--- config.mk ---
export PLATFORM = sky130hd
export DESIGN_NAME = ct_l2cache_data_seq
export DESIGN_NICKNAME = d
export VERILOG_FILES = /design/src/rtl/ct_l2cache_data_seq_pkg.sv /design/src/rtl/ct_l2cache_data_seq.sv
export SDC_FILE = /design/constraint.sdc
export NUM_CORES = 2
export LEC_CHECK = 0
export BUFFER_PORTS_ARGS = -buffer_cell sky130_fd_sc_hd__buf_4
export CORE_AREA = 2 2 586 588
export CTS_CLUSTER_SIZE = 20
export DETAILED_ROUTE_END_ITERATION = 10
export DIE_AREA = 0 0 588 590
export HOLD_SLACK_MARGIN = 0.1
export PLACE_DENSITY_LB_ADDON = 0.12
export SYNTH_ARGS = -nofsm -noshare
export SYNTH_HDL_FRONTEND = slang
export SYNTH_SLANG_ARGS = --single-unit
--- constraint.sdc ---
create_clock -name forever_cpuclk -period 69.4 [get_ports forever_cpuclk]
set_input_delay 0 -clock forever_cpuclk [delete_from_list [all_inputs] [get_ports forever_cpuclk]]
set_output_delay 0 -clock forever_cpuclk [all_outputs]
set_load 0.03 [all_outputs]
--- src/rtl/ct_l2cache_data_seq_pkg.sv ---
`default_nettype none
// ============================================================================
// ct_l2cache_data_seq_pkg
//   Shared constants, state encoding and helpers for the L2 data sequencer.
//   Revision: 1.0
// ============================================================================
package ct_l2cache_data_seq_pkg;

   // L2 cache configuration: beat-level data index width for the 128K build
   localparam int c_L2_128K_DATA_INDEX_WIDTH = 10;

   localparam int c_BEATS       = 4;
   localparam int c_BEAT_NUM_W  = 2;
   localparam int c_BEAT_W      = 128;
   localparam int c_LINE_W      = c_BEATS * c_BEAT_W;
   localparam int c_BEAT_STRB_W = c_BEAT_W / 8;
   localparam int c_LINE_STRB_W = c_LINE_W / 8;

   typedef enum logic [2:0] {
      S_IDLE  = 3'd0,
      S_WR    = 3'd1,
      S_RD    = 3'd2,
      S_DRAIN = 3'd3,
      S_RSP   = 3'd4
   } state_t;

   // Byte strobes (active-high) to bit write enables (active-low)
   function automatic logic [c_BEAT_W-1:0] beat_wen(input logic [c_BEAT_STRB_W-1:0] strb);
      logic [c_BEAT_W-1:0] r;
      for (int n = 0; n < c_BEAT_W; n++) begin
         r[n] = ~strb[n/8];
      end
      return r;
   endfunction

endpackage
`default_nettype wire

--- src/rtl/ct_l2cache_data_seq.sv ---
`default_nettype none
// ============================================================================
// ct_l2cache_data_seq
//   Splits 512-bit line reads/writes into four 128-bit data array beats.
//   Revision: 1.0
// ============================================================================
module ct_l2cache_data_seq
   import ct_l2cache_data_seq_pkg::*;
#(
   parameter int DATA_INDEX_WIDTH = c_L2_128K_DATA_INDEX_WIDTH,
   parameter int RD_LAT           = 1
)(
   input  logic                          forever_cpuclk,
   input  logic                          cpurst,
   input  logic                          req_vld,
   output logic                          req_rdy,
   input  logic                          req_wr,
   input  logic [DATA_INDEX_WIDTH-3:0]   req_idx,
   input  logic [c_LINE_W-1:0]           req_wdata,
   input  logic [c_LINE_STRB_W-1:0]      req_wstrb,
   output logic                          rsp_vld,
   input  logic                          rsp_rdy,
   output logic [c_LINE_W-1:0]           rsp_data,
   output logic                          wr_done,
   output logic                          data_cen,
   output logic                          data_gwen,
   output logic [c_BEAT_W-1:0]           data_wen,
   output logic [DATA_INDEX_WIDTH-1:0]   data_idx,
   output logic [c_BEAT_W-1:0]           data_din,
   input  logic [c_BEAT_W-1:0]           data_dout
);

   localparam int c_LINE_IDX_W = DATA_INDEX_WIDTH - c_BEAT_NUM_W;
   localparam logic [c_BEAT_NUM_W-1:0] c_LAST_BEAT = c_BEAT_NUM_W'(c_BEATS - 1);

   state_t                                   r_state;
   logic [c_BEAT_NUM_W-1:0]                  r_beat;
   logic [c_LINE_IDX_W-1:0]                  r_idx;
   logic [c_LINE_W-1:0]                      r_wdata;
   logic [c_LINE_STRB_W-1:0]                 r_wstrb;
   logic [RD_LAT-1:0]                        r_pipe_vld;
   logic [RD_LAT-1:0][c_BEAT_NUM_W-1:0]      r_pipe_beat;

   logic                      w_idle;
   logic                      w_accept;
   logic                      w_in_beats;
   logic                      w_issue;
   logic                      w_issue_wr;
   logic [c_BEAT_NUM_W-1:0]   w_beat_nxt;
   logic [c_LINE_IDX_W-1:0]   w_src_idx;
   logic [c_LINE_W-1:0]       w_src_wdata;
   logic [c_LINE_STRB_W-1:0]  w_src_wstrb;
   logic [c_BEAT_STRB_W-1:0]  w_beat_strb;
   logic [c_BEAT_W-1:0]       w_beat_din;
   logic                      w_cap_vld;
   logic [c_BEAT_NUM_W-1:0]   w_cap_beat;

   assign w_idle     = (r_state == S_IDLE);
   assign w_accept   = w_idle & req_vld;
   assign w_in_beats = (r_state == S_WR) | (r_state == S_RD);
   assign w_issue    = w_accept | (w_in_beats & (r_beat != c_LAST_BEAT));
   assign req_rdy    = w_idle;

   // Beat 0 is launched straight from the request so it lands in the cycle after the handshake
   assign w_issue_wr  = w_idle ? req_wr    : (r_state == S_WR);
   assign w_beat_nxt  = w_idle ? '0        : r_beat + c_BEAT_NUM_W'(1);
   assign w_src_idx   = w_idle ? req_idx   : r_idx;
   assign w_src_wdata = w_idle ? req_wdata : r_wdata;
   assign w_src_wstrb = w_idle ? req_wstrb : r_wstrb;
   assign w_beat_din  = w_src_wdata[w_beat_nxt*c_BEAT_W +: c_BEAT_W];
   assign w_beat_strb = w_src_wstrb[w_beat_nxt*c_BEAT_STRB_W +: c_BEAT_STRB_W];

   assign w_cap_vld  = r_pipe_vld[RD_LAT-1];
   assign w_cap_beat = r_pipe_beat[RD_LAT-1];

   always_ff @(posedge forever_cpuclk or posedge cpurst) begin
      if (cpurst) begin
         r_state     <= S_IDLE;
         r_beat      <= '0;
         r_idx       <= '0;
         r_wdata     <= '0;
         r_wstrb     <= '0;
         r_pipe_vld  <= '0;
         r_pipe_beat <= '0;
         data_cen    <= 1'b1;
         data_gwen   <= 1'b1;
         data_wen    <= '1;
         data_idx    <= '0;
         data_din    <= '0;
         rsp_vld     <= 1'b0;
         rsp_data    <= '0;
         wr_done     <= 1'b0;
      end else begin
         wr_done   <= 1'b0;
         data_cen  <= 1'b1;
         data_gwen <= 1'b1;
         data_wen  <= '1;

         if (w_issue) begin
            r_beat   <= w_beat_nxt;
            data_idx <= {w_src_idx, w_beat_nxt};
            if (w_issue_wr) begin
               // A fully masked beat still burns its slot but leaves the array idle
               data_cen  <= ~|w_beat_strb;
               data_gwen <= 1'b0;
               data_wen  <= beat_wen(w_beat_strb);
               data_din  <= w_beat_din;
            end else begin
               data_cen  <= 1'b0;
            end
         end

         r_pipe_vld[0]  <= (r_state == S_RD);
         r_pipe_beat[0] <= r_beat;
         for (int i = 1; i < RD_LAT; i++) begin
            r_pipe_vld[i]  <= r_pipe_vld[i-1];
            r_pipe_beat[i] <= r_pipe_beat[i-1];
         end

         if (w_cap_vld) begin
            rsp_data[w_cap_beat*c_BEAT_W +: c_BEAT_W] <= data_dout;
         end

         case (r_state)
            S_IDLE: begin
               if (w_accept) begin
                  r_state <= req_wr ? S_WR : S_RD;
                  r_idx   <= req_idx;
                  r_wdata <= req_wdata;
                  r_wstrb <= req_wstrb;
               end
            end
            S_WR: begin
               if (r_beat == c_LAST_BEAT) begin
                  r_state <= S_IDLE;
                  wr_done <= 1'b1;
               end
            end
            S_RD: begin
               if (r_beat == c_LAST_BEAT) begin
                  r_state <= S_DRAIN;
               end
            end
            S_DRAIN: begin
               if (w_cap_vld && (w_cap_beat == c_LAST_BEAT)) begin
                  r_state <= S_RSP;
                  rsp_vld <= 1'b1;
               end
            end
            S_RSP: begin
               if (rsp_rdy) begin
                  r_state <= S_IDLE;
                  rsp_vld <= 1'b0;
               end
            end
            default: r_state <= S_IDLE;
         endcase
      end
   end

endmodule
`default_nettype wire

== Word-level counts from Yosys, hierarchy flattened ==
Cells that the tools add are included.
W data, S select, Z words.
Word-level totals
  register bits: 1374
  latch bits: 0
  bits in writable memories: 0
  bits in read-only memories: 0
  input port bits: 717
  output and inout bits: 783
  logic and storage cells: 86
  memories kept: 0
Cells by class
  add/sub/neg operators: 2
  $mul: 0
  div/mod/pow operators: 0
  magnitude comparators: 0
  equality and inequality tests: 12
  shifts and indexed selects: 4
  mux-type cells: 24
  bitwise logic cells: 20
  reductions and logical operators: 9
Operator list (number)
  $bwmux W512: 1
  $mux W512: 1
  $shift A128 B34 Y512 const A: 1
  $shiftx A128 B34 Y512: 1
  $shiftx A512 B10 Y128: 1
  $mux W128: 2
  $mux W64: 1
  $shiftx A64 B7 Y16: 1
  $neg A9 Y34: 1
  $not A1 Y1: 16
  $reduce_or A16 Y1: 1
  $mux W3: 5
  $pmux W3 S5: 1
  $mux W1: 9
  $mux W8: 1
  $eq A3 B2 Y1 const B: 2
  $ne A2 B1 Y1 const B: 3
  $ne A2 B2 Y1 const B: 3
  $reduce_and A5 Y1: 1
  $eq A2 B2 Y1 const B: 2
  $mux W2: 2
  $reduce_and A2 Y1: 2
  $eq A3 B1 Y1 const B: 1
  $eq A3 B3 Y1 const B: 1
  9 further kinds: 11

== Longest topological paths before layout ==
  depth after elaboration: 7
  gate-level depth with buffers: 9
  mapped depth without buffers: 6

== Worst setup path before layout ==
OpenSTA, ideal clock, no wires.
  path type: register to register
  from: register, netlist name data_idx[0]
  to: register data_cen
  setup time: 73 ps
  arrival time: 2426 ps
  required time: 69327 ps
  path slack: 66901 ps
  cell stages (with the launch flop): 8
  buffers on the path: 1
  clock period less this slack: 2499 ps
  cells stage by stage: dfrtp_1 > ha_1 > buf_6 > mux4_2 > or3_1 > a2111oi_2 > o221ai_1 > o21bai_1
RTL lines
  end signal, assigned: RTL line ct_l2cache_data_seq.sv:104  | data_cen <= ~|w_beat_strb;
  end, declared: RTL line ct_l2cache_data_seq.sv:25  | output logic data_cen,

==> summary.txt <==
Detailed routing
  – Vias per cell: 3.80
  – Wire length on met3: roughly 21000 um
  – Pre-Repair DR Iteration Count: 5
  – DR iter-0 viols: 1961
  – Post-route DRC: 0
  – Post-route antenna net violation count: 0
  – Vias: between 40k and 50k
  – Final wirelength: approximately 270000 um
  – WL per Instance: 24.0 um
  – Max Used Layer: met5
  – Metal2 WL: 131000 um
  – Met1 Wirelength: 106000 um

Die
  – # rows: roughly 220
  – Die X: ~590 um
  – Core area: about 340000 um^2
  – Die H: between 500 and 600 um
  – Ports: ~1.5k
  – Initial Util: between 10% and 20%
  – Die ar.: 347000 um^2

Clock network
  – Clock sink count: between 1k and 1.5k
  – H-tree depth: 4
  – Num CTS Buffers: roughly 170
  – Clock root buffer: clkbuf_16
  – CTS tree: yes
  – Resized cells post-CTS: 0
  – # Post-CTS Setup Buffers: 0
  – Clock Path Buffers: 4
  – Cts hold-fix bufs: between 1k and 1.5k
  – Clock transition at path regs: around 0.060 ns
  – Skew-Pair Late Insertion Delay: a little under 0.9 ns

STA
  – Peak Freq: between 200 and 250 MHz
  – Minimum clock period: roughly 4.8 ns
  – Final Hold Fails: 0
  – RSZ-0062 raised after global routing: false
  – Slew headroom: 18.6%
  – TNS Setup: 0 ns
  – Slew Limit Fails: 0
  – Period utilisation layout: under 10%
  – Worst Tran Pin Value: about 1.2 ns
  – Setup Viol. Count Final: 0
  – Worst clock skew: between 0.08 and 0.09 ns
  – Final worst slack: approximately 65 ns

Synth
  – Area contributors post-synth: dfrtp_1, mux2_1, a22o_1
  – Syn nets: 4301
  – Synth async-reset ratio: 100%
  – Main combinational cell family by area after synthesis: multiplexers
  – Post-synth top area share: between 60% and 70%
  – Synth Instances: approximately 3.6k
  – YS warnings: 0
  – Top-count cell post-synth: dfrtp_1
  – Post-synth top cells: dfrtp_1, mux2_1, a22o_1, nand2_1, clkbuf_1
  – Xor and xnor area share after synthesis: 0%
  – EDFF count, synth: 0
  – Synthesized area: between 50000 and 60000 um^2
  – Avg Cell Area, Syn: approximately 14 um^2
  – Yosys cell types: 48
  – Sequential area share after synthesis: between 60% and 70%
  – Post-Synth Adder-Cell Area: less than 1%
  – Compound-Gate Fraction of Synth Area: 10.8%
  – FF+latch count, synth: ~1.3k
  – Simple-Gate Fraction of Synth Area: roughly 3.9%
  – Synth Flop Type: dfrtp_1
  – Post-synth top area cell: dfrtp_1
  – Post-synthesis mux area share: around a fifth

Global route
  – Vias in the first global route: 44.8k
  – Initial antenna violation count: ~140
  – Gr usage total: 14.9%
  – Largest net degree at the start of global routing: 157
  – Total grt overflow: 0
  – First-pass GRT wire length: 369000 um

Power
  – Lkg Pwr: 0.0386 uW
  – Clk pwr share: between 20% and 30%
  – Switch Pwr: ~1500 uW
  – PnR Total Power: 3860 uW
  – Comb power frac: a little over two fifths
  – Sw Share: roughly 40%
  – Internal Pwr Total: ~2300 uW
  – Reg power frac: 32.7%
  – PwrDens: approximately 44 nW/um^2
  – Peak supply drop: ~0.000021 V

Setup path
  – Crit-path max FO: between 150 and 200
  – CP endpoint kind: async pin
  – Critical Path AT: 5.61 ns
  – Worst Setup Path Type: in2async
  – CP Launch Type: primary input
  – Critical Path RT: about 70 ns

Min path
  – Worst Hold Class: in2reg

Place
  – Post-DP HPWL: ~190000 um
  – Pre-CTS WS: 64.66 ns
  – Port bufs: around 1.5k
  – Cells after DPL: between 9k and 10k
  – Routability congestion estimate: between 0.7 and 0.8

Final layout
  – Multi-input gate area: between 15000 and 20000 um^2
  – Storage element area: 31600 um^2
  – Layout cells sized above 1: a little under a third
  – Filler cells: 36.3k
  – # nets final: slightly above 7k
  – Non-Filler Instances: ~11k
  – Layout area overhead: 70.2%

Job
  – Max_cap viols: 0

Status
  – Outcome: complete, no violations
-- registers in the layout (all words and copies together), names as in the netlist --
signal / flops
r_wstrb: 64
data_cen: 1
r_wdata: 512
data_gwen: 1
r_pipe_vld: 1
rsp_vld: 1
data_din: 128
rsp_data: 512
r_pipe_beat: 2
r_state: 3
r_idx: 8
data_wen: 16
wr_done: 1
data_idx: 10
-- power groups by stage --
stage / clock network [uW] / registers [uW] / logic [uW]
floorplan: 0 / 1460 / 809
finish: 930 / 1260 / 1670
global placement: 0 / 1270 / 1640
CTS: 971 / 1270 / 1710
global route: 996 / 1300 / 1790
detailed placement: 0 / 1280 / 1640
-- cells by family (layout without fill, tap and decap cells) --
kind of cell             Yosys count  after routing
buffers and inverters            399           3295
adder cells (fa/ha/maj)            6              6
flip-flops                      1260           1260
AND/OR/NAND/NOR                  502            502
other                              0             76
multiplexers                     739            739
AO/OA/AOI/OAI                    672            672
-- stage by stage --
stage / hold slack [ns] / instance area, um^2 / utilization [%]
6_report: 0.151 / 86900 / 25.5
5_1_grt: 0.105 / 86800 / 25.4
4_1_cts: 0.112 / 86700 / 25.4
3_5_place_dp: 0.219 / 66700 / 19.5
3_3_place_gp: 0.216 / 66700 / 19.5
2_1_floorplan: 0.125 / 51100 / -
-- worst paths after layout --
| kind | start | slack [ns] | cells past startpoint | to |
|---|---|---|---|---|
| max | cpurst | 64.62 | 9 | rsp_data[148]$_DFFE_PP0P_ |
| min | req_wstrb[5] | 0.15 | 3 | r_wstrb[5]$_DFFE_PP0P_ |
| min in group asynchronous | cpurst | 0.50 | 4 | r_idx[0]$_DFFE_PP0P_ |
| max in group forever_cpuclk | data_idx[0]$_DFFE_PP0N_ | 64.74 | 10 | data_din[48]$_DFFE_PP0P_ |
| max reg2reg | data_idx[0]$_DFFE_PP0N_ | 64.74 | 10 | data_din[48]$_DFFE_PP0P_ |
| min reg2reg | data_idx[1]$_DFFE_PP0N_ | 0.48 | 0 | r_pipe_beat[1]$_DFF_PP0_ |
-- layer usage --
metal	track usage (%)	vias to the layer above
met5	0	-
met4	4.44	90
met3	4.96	416
met2	25.4	1379
met1	17.6	21500
li1	-	18800
-- final cells by class --
cell class / count / share of cell area [%]
tap: 4557 / 6.56
inverter: 8 / 0.0518
clock inverter: 42 / 0.716
clock buffer: 260 / 5.89
sequential: 1260 / 36.3
antenna: 76 / 0.219
timing repair buffer: 2985 / 30.0
multi-input combinational: 1919 / 20.2
-- layout by cell type, fill, tap and decap left out, types with 128 or more instances in the layout --
cell type / n
buf_4: 1549
dlygate4sd3_1: 1428
dfrtp_1: 1241
mux2_1: 586
a22o_1: 512
nand2_1: 331
clkbuf_16: 177
mux4_2: 140
nor2_1: 139
a31oi_1: 128
-- critical path: stages --
cell           delay (ns)
dlygate4sd3_1        0.54
buf_4                0.13
dlygate4sd3_1        0.62
inv_8                0.54
buf_4                0.77
buf_4                0.52
buf_4                0.66
buf_4                0.74
buf_12               0.69
No activity file was read; power rests on OpenSTA's default activity.
